[src/rtl/issue_queue_pkg.sv]
// Shared bus widths and entry layout for the issue queue.
// Also carries the shared PC/DECODEOUT bus definitions.
`ifndef ISSUE_QUEUE_DEF_VH
`define ISSUE_QUEUE_DEF_VH
`define PC_BUS 31:0
`define DECODEOUT_BUS 63:0
`endif

package issue_queue_pkg;

  typedef struct packed {
    logic [`PC_BUS]        pc;
    logic [`PC_BUS]        npc;
    logic [`DECODEOUT_BUS] decodeout;
  } iq_entry_t;

  localparam int unsigned ENTRY_W = $bits(iq_entry_t);

  // Launch may report 3; the queue never offers more than two entries.
  function automatic logic [1:0] clip_pop(input logic [1:0] n);
    return (n == 2'd3) ? 2'd2 : n;
  endfunction

endpackage

[src/rtl/iq_entry_mem.sv]
// Issue queue entry storage: two write ports, two asynchronous read ports.
// No reset; validity is tracked entirely by the pointer/count logic.
module iq_entry_mem #(
  parameter int unsigned DEPTH = 8,
  parameter int unsigned WIDTH = 128,
  localparam int unsigned AW   = $clog2(DEPTH)
) (
  input  logic             clk_i,
  input  logic             we0_i,
  input  logic [AW-1:0]    waddr0_i,
  input  logic [WIDTH-1:0] wdata0_i,
  input  logic             we1_i,
  input  logic [AW-1:0]    waddr1_i,
  input  logic [WIDTH-1:0] wdata1_i,
  input  logic [AW-1:0]    raddr0_i,
  output logic [WIDTH-1:0] rdata0_o,
  input  logic [AW-1:0]    raddr1_i,
  output logic [WIDTH-1:0] rdata1_o
);

  logic [WIDTH-1:0] mem_q [DEPTH];

  always_ff @(posedge clk_i) begin
    if (we0_i) mem_q[waddr0_i] <= wdata0_i;
    if (we1_i) mem_q[waddr1_i] <= wdata1_i;
  end

  assign rdata0_o = mem_q[raddr0_i];
  assign rdata1_o = mem_q[raddr1_i];

endmodule

[src/rtl/issue_queue.sv]
// Dual-issue circular instruction queue between decode and launch.
// Optional same-cycle bypass when empty: define ISSUE_QUEUE_BYPASS_EN.
module issue_queue
  import issue_queue_pkg::*;
#(
  parameter int unsigned DEPTH = 8
) (
  input  logic                  clk,
  input  logic                  rst,
  input  logic                  in1_valid,
  input  logic                  in2_valid,
  input  logic [`PC_BUS]        in1_pc,
  input  logic [`PC_BUS]        in1_npc,
  input  logic [`PC_BUS]        in2_pc,
  input  logic [`PC_BUS]        in2_npc,
  input  logic [`DECODEOUT_BUS] in1_decodeout,
  input  logic [`DECODEOUT_BUS] in2_decodeout,
  output logic                  in_ready,
  output logic [`PC_BUS]        out1_pc,
  output logic [`PC_BUS]        out1_npc,
  output logic [`PC_BUS]        out2_pc,
  output logic [`PC_BUS]        out2_npc,
  output logic [`DECODEOUT_BUS] out1_decodeout,
  output logic [`DECODEOUT_BUS] out2_decodeout,
  output logic                  receive_flag1,
  output logic                  receive_flag2,
  input  logic [1:0]            pop_num,
  input  logic                  stop,
  input  logic                  flush
);

  localparam int unsigned PW = $clog2(DEPTH);
  localparam int unsigned CW = PW + 1;

  logic [PW-1:0] head_q, head_d, tail_q, tail_d;
  logic [CW-1:0] count_q, count_d;

  logic [1:0] push_num, pop_req, pop_eff, bp_pop, wr_num, avail;
  logic       rf1, rf2, bp_active;
  iq_entry_t  in1_e, in2_e, rd1_e, rd2_e, out1_e, out2_e, wr0_e;

  assign in1_e = '{pc: in1_pc, npc: in1_npc, decodeout: in1_decodeout};
  assign in2_e = '{pc: in2_pc, npc: in2_npc, decodeout: in2_decodeout};

  assign in_ready = (count_q <= CW'(DEPTH - 2));

  always_comb begin
    if (!in_ready || flush || !in1_valid) push_num = 2'd0;
    else                                  push_num = in2_valid ? 2'd2 : 2'd1;
  end

  always_comb begin
    bp_active = 1'b0;
    rf1       = (count_q != '0);
    rf2       = (count_q >= CW'(2));
    out1_e    = rd1_e;
    out2_e    = rd2_e;
`ifdef ISSUE_QUEUE_BYPASS_EN
    if (count_q == '0 && !flush) begin
      bp_active = 1'b1;
      rf1       = (push_num != 2'd0);
      rf2       = (push_num == 2'd2);
      out1_e    = in1_e;
      out2_e    = in2_e;
    end
`endif
    avail   = {1'b0, rf1} + {1'b0, rf2};
    pop_req = clip_pop(pop_num);
    pop_eff = (stop || flush) ? 2'd0 : ((pop_req < avail) ? pop_req : avail);
    // Bypassed entries consumed this cycle are never written; survivors
    // shift down to the first write port.
    bp_pop  = bp_active ? pop_eff : 2'd0;
    wr_num  = push_num - bp_pop;
    wr0_e   = (bp_pop == 2'd1) ? in2_e : in1_e;
  end

  always_comb begin
    head_d  = head_q + PW'(pop_eff - bp_pop);
    tail_d  = tail_q + PW'(wr_num);
    count_d = count_q + CW'(push_num) - CW'(pop_eff);
    if (flush) begin
      head_d  = '0;
      tail_d  = '0;
      count_d = '0;
    end
  end

  always_ff @(posedge clk) begin
    if (!rst) begin
      head_q  <= '0;
      tail_q  <= '0;
      count_q <= '0;
    end else begin
      head_q  <= head_d;
      tail_q  <= tail_d;
      count_q <= count_d;
    end
  end

  iq_entry_mem #(
    .DEPTH (DEPTH),
    .WIDTH (ENTRY_W)
  ) u_mem (
    .clk_i    (clk),
    .we0_i    (rst && (wr_num != 2'd0)),
    .waddr0_i (tail_q),
    .wdata0_i (wr0_e),
    .we1_i    (rst && (wr_num == 2'd2)),
    .waddr1_i (tail_q + PW'(1)),
    .wdata1_i (in2_e),
    .raddr0_i (head_q),
    .rdata0_o (rd1_e),
    .raddr1_i (head_q + PW'(1)),
    .rdata1_o (rd2_e)
  );

  assign receive_flag1  = rf1;
  assign receive_flag2  = rf2;
  assign out1_pc        = rf1 ? out1_e.pc        : '0;
  assign out1_npc       = rf1 ? out1_e.npc       : '0;
  assign out1_decodeout = rf1 ? out1_e.decodeout : '0;
  assign out2_pc        = rf2 ? out2_e.pc        : '0;
  assign out2_npc       = rf2 ? out2_e.npc       : '0;
  assign out2_decodeout = rf2 ? out2_e.decodeout : '0;

endmodule

[config.mk]
export PLATFORM = sky130hd
export DESIGN_NAME = issue_queue
export DESIGN_NICKNAME = d
export VERILOG_FILES = /design/src/rtl/issue_queue_pkg.sv /design/src/rtl/iq_entry_mem.sv /design/src/rtl/issue_queue.sv
export SDC_FILE = /design/constraint.sdc
export NUM_CORES = 2
export LEC_CHECK = 0
export ABC_CLOCK_PERIOD_IN_PS = 15640
export CORE_MARGIN = 4
export CORE_UTILIZATION = 23
export DETAILED_ROUTE_END_ITERATION = 8
export PLACE_DENSITY = 0.45
export SLEW_MARGIN = 20
export SYNTH_ARGS = -nofsm -noshare
export SYNTH_HDL_FRONTEND = slang
export SYNTH_HIERARCHICAL = 1
export SYNTH_SLANG_ARGS = --single-unit
[constraint.sdc]
create_clock -name clk -period 15.64 [get_ports clk]
set_clock_uncertainty 0.15 [all_clocks]
set_input_delay 3.128 -clock clk [delete_from_list [all_inputs] [get_ports clk]]
set_output_delay 3.128 -clock clk [all_outputs]
set_load 0.005 [all_outputs]
==> flow_summary_export.csv <==
group,metric,value,unit
status,outcome,"finished clean",
global_route,grt_use_met3,3.32,%
route,drc,0,
place,port_buffers,522,
yosys,syn_inst,3454,
yosys,syn_nets,3735,
job,maxCapViolCount,0,
setup_path,path_max_fanout,44,
yosys,ys_async_sr_fraction,0,%
route,num_vias,35800,
timing,worst_pin_slew,1150,ps
worst_hold_path,hold_end,"count_q[0]$_SDFF_PP0_",
clock_network,clk_pin_slew,50,ps
pwr,power_leakage,22.9,nW
floorplan,fp.coreArea,263000,um^2
global_route,grt_pass1_wl,306000,um
place,hpwl,125000,um
finish,fillCellCount,26400,
route,wl,219000,um
clock_network,cts_buffer_depth,3,
clock_network,cts_setup_buffers,0,
setup_path,cpMostUsedCell,"buf_4",
yosys,synth_ff_type,"edfxtp_1",
global_route,grt_max_degree,120,
yosys,ys_warn_count,6,
finish,final_cells,7560,
yosys,avgSynthCellArea,17.6,um^2
setup_path,crit_chain,"buf_4 > buf_4 > buf_4 > mux4_2 > mux2_2 > and2_1 > clkdlybuf4s50_1",
global_route,grt_busiest_layer,"met2",
yosys,synth.most_common_cell,"mux2_2",
worst_hold_path,hp-start,"count_q[0]$_SDFF_PP0_",
timing,period_needed,9140,ps
timing,worst_hold_slack,473,ps
setup_path,setup.worst_path.end_class,"primary output",
setup_path,cp_top_family,"buffers and inverters",
timing,finalSetupTns,0,ps
global_route,antenna_found_initial,38,
finish,finalNetCount,4200,
floorplan,die_h,522,um
floorplan,io_pins,523,
clock_network,cts-resized-gates,0,
yosys,synth_top_area_share,50.7,%
worst_hold_path,min_path_type,"reg -> reg",
global_route,grt_use_total,15.7,%
floorplan,dieArea,272000,um^2
yosys,ys_top_cells_by_area,"edfxtp_1, mux2_2, mux4_2",
yosys,syn_area,60700,um^2
setup_path,cp.arrival,5860,ps
clock_network,cts_tree,"yes",
global_route,grt-ovfl-total,0,
setup_path,critPathKind,"reg -> out",
yosys,synth.yosys.seq_area_share,51.0,%
timing,setup-violations-final,0,
global_route,grt_pass1_vias,38900,
clock_network,cts_sinks,1034,
place,place_congestion,0.718,
yosys,synth_cell_types,38,
clock_network,root_buffer,"clkbuf_16",
yosys,synth_edf_count,1024,
timing,drv_slew,0,
floorplan,start_util,23.1,%
setup_path,critical_path_buf_inv_count,4,
worst_hold_path,hold_path_depth,2,
setup_path,crit_required,12360,ps
timing,rsz0062_at_grt,"false",
pwr,vdd_drop_max,105,uV
timing,max_freq,109,MHz
place,dp_cells,7295,
floorplan,die_w,522,um
route,wl_per_cell,29.0,um
finish,drive_above_1_share,51.7,%
timing,finalHoldViolations,0,
yosys,ys_ff_latch,1034,
setup_path,rr_worst_depth,9,
setup_path,timing.rr.end,"u_mem/mem_q[2][82]$_DFFE_PP_",
global_route,grt_util_met2,26.5,%
pwr,pwr_density_cell,102,nW/um^2
setup_path,slowest_delay,880,ps
finish,area_growth,22.1,%
setup_path,r2r-start,"count_q[3]$_SDFF_PP0_",
setup_path,reg2reg_setup_slack,10430,ps
clock_network,clock_latency,770,ps
route,ant_nets,0,
global_route,use_met1,20.6,%
clock_network,cts_buffers,137,
clock_network,cts_hold_buf,0,
route,drtPass1Iterations,5,
yosys,netlist_top_cells_count,"mux2_2, edfxtp_1, mux4_2",
floorplan,num_rows,188,
setup_path,startpoint_type,"register",
setup_path,critPathSlowestCell,"buf_4",
route,viasPerCell,4.73,
timing,fin_crit_sh,58.4,%
timing,slew_headroom,23.1,%
route,drtIter0Drc,2290,
clock_network,cts-htree-levels,4,
yosys,yosys.area.top_type,"edfxtp_1",
## cell families (layout without fill, tap and decap cells)
kind of cell,Yosys count,count (layout),synth area share [%]
adder cells (fa/ha/maj),17,17,0.400
flip-flops,1034,1034,51.0
XOR/XNOR,5,5,0.0722
other,0,18,0
AO/OA/AOI/OAI,13,13,0.169
AND/OR/NAND/NOR,297,297,3.08
buffers and inverters,295,868,2.49
multiplexers,1793,1793,42.8
## power by group
part           total (mW)  internal (mW)  switching, mW
Combinational        1.36          0.700          0.661
Clock                3.10           1.83           1.27
Sequential           3.10           3.08         0.0174
Total                7.56           5.61           1.95
## per-layer routing
metal	wire (um)	up-vias
met5	286	-
met4	4290	44
met3	11200	286
met2	107000	937
met1	96400	19300
li1	-	15200
## registers in the layout (all words and copies together) (netlist names)
signal	cells
tail_q	3
u_mem/mem_q	1024
head_q	3
count_q	4
## final cells by class
class,instances,area [um^2],share of cell area (%)
clock inverter,66,591,0.797
antenna,18,45.0,0.0608
inverter,12,52.6,0.0709
timing repair buffer,609,5970,8.05
clock buffer,181,3740,5.05
sequential,1034,31000,41.8
tap,3515,4400,5.93
multi-input combinational,2125,28400,38.3
## tightest hold or removal path, delay by kind of cell, from the launching register on
kind	cells	cell delay [ps]
adders and majority gates	1	140
DFF	1	350
and+or+nand+nor	1	100
## per-stage QoR
step	cell area [um^2]	util, %	total power [mW]	setup slack (ps)
after floorplan	60700	-	3.78	1550
after global placement	69700	26.6	4.55	7090
after detailed placement	69700	26.6	4.55	7070
after CTS	74100	28.2	7.72	6150
after global routing	74100	28.2	7.89	5970
final	74100	28.2	7.56	6500
## placed cells by master (no fill, tap or decap), drive strengths merged, types with 2 or more instances in the layout
| cell | n |
|---|---|
| diode | 18 |
| nand2b | 7 |
| mux4 | 512 |
| nor2 | 6 |
| nand4b | 3 |
| ha | 13 |
| and3 | 2 |
| nor2b | 3 |
| clkinv | 48 |
| nand2 | 5 |
| and4bb | 3 |
| mux2 | 1280 |
| clkdlybuf4s50 | 522 |
| xor2 | 3 |
| inv | 17 |
| fa | 4 |
| clkinvlp | 4 |
| buf | 87 |
| a21oi | 2 |
| bufinv | 9 |
| and2 | 263 |
| o21bai | 2 |
| edfxtp | 1024 |
| xnor2 | 2 |
| dfxtp | 10 |
| clkbuf | 181 |
| o21ai | 4 |
## worst max-delay path by stage
stage / from / to / slack (ps) / cells after the start
detailed placement: head_q[0]$_SDFF_PP0_ / out1_npc[9] / 7070 / 7
floorplan: flush / u_mem/mem_q[0][0]$_DFFE_PP_ / 1550 / 4
global placement: head_q[0]$_SDFF_PP0_ / out1_pc[1] / 7090 / 7
finish: head_q[0]$_SDFF_PP0_ / out1_npc[3] / 6500 / 7
CTS: head_q[0]$_SDFF_PP0_ / out1_npc[9] / 6150 / 7
global route: head_q[0]$_SDFF_PP0_ / out1_npc[9] / 5970 / 7
Power figures use the tool's default switching activity.
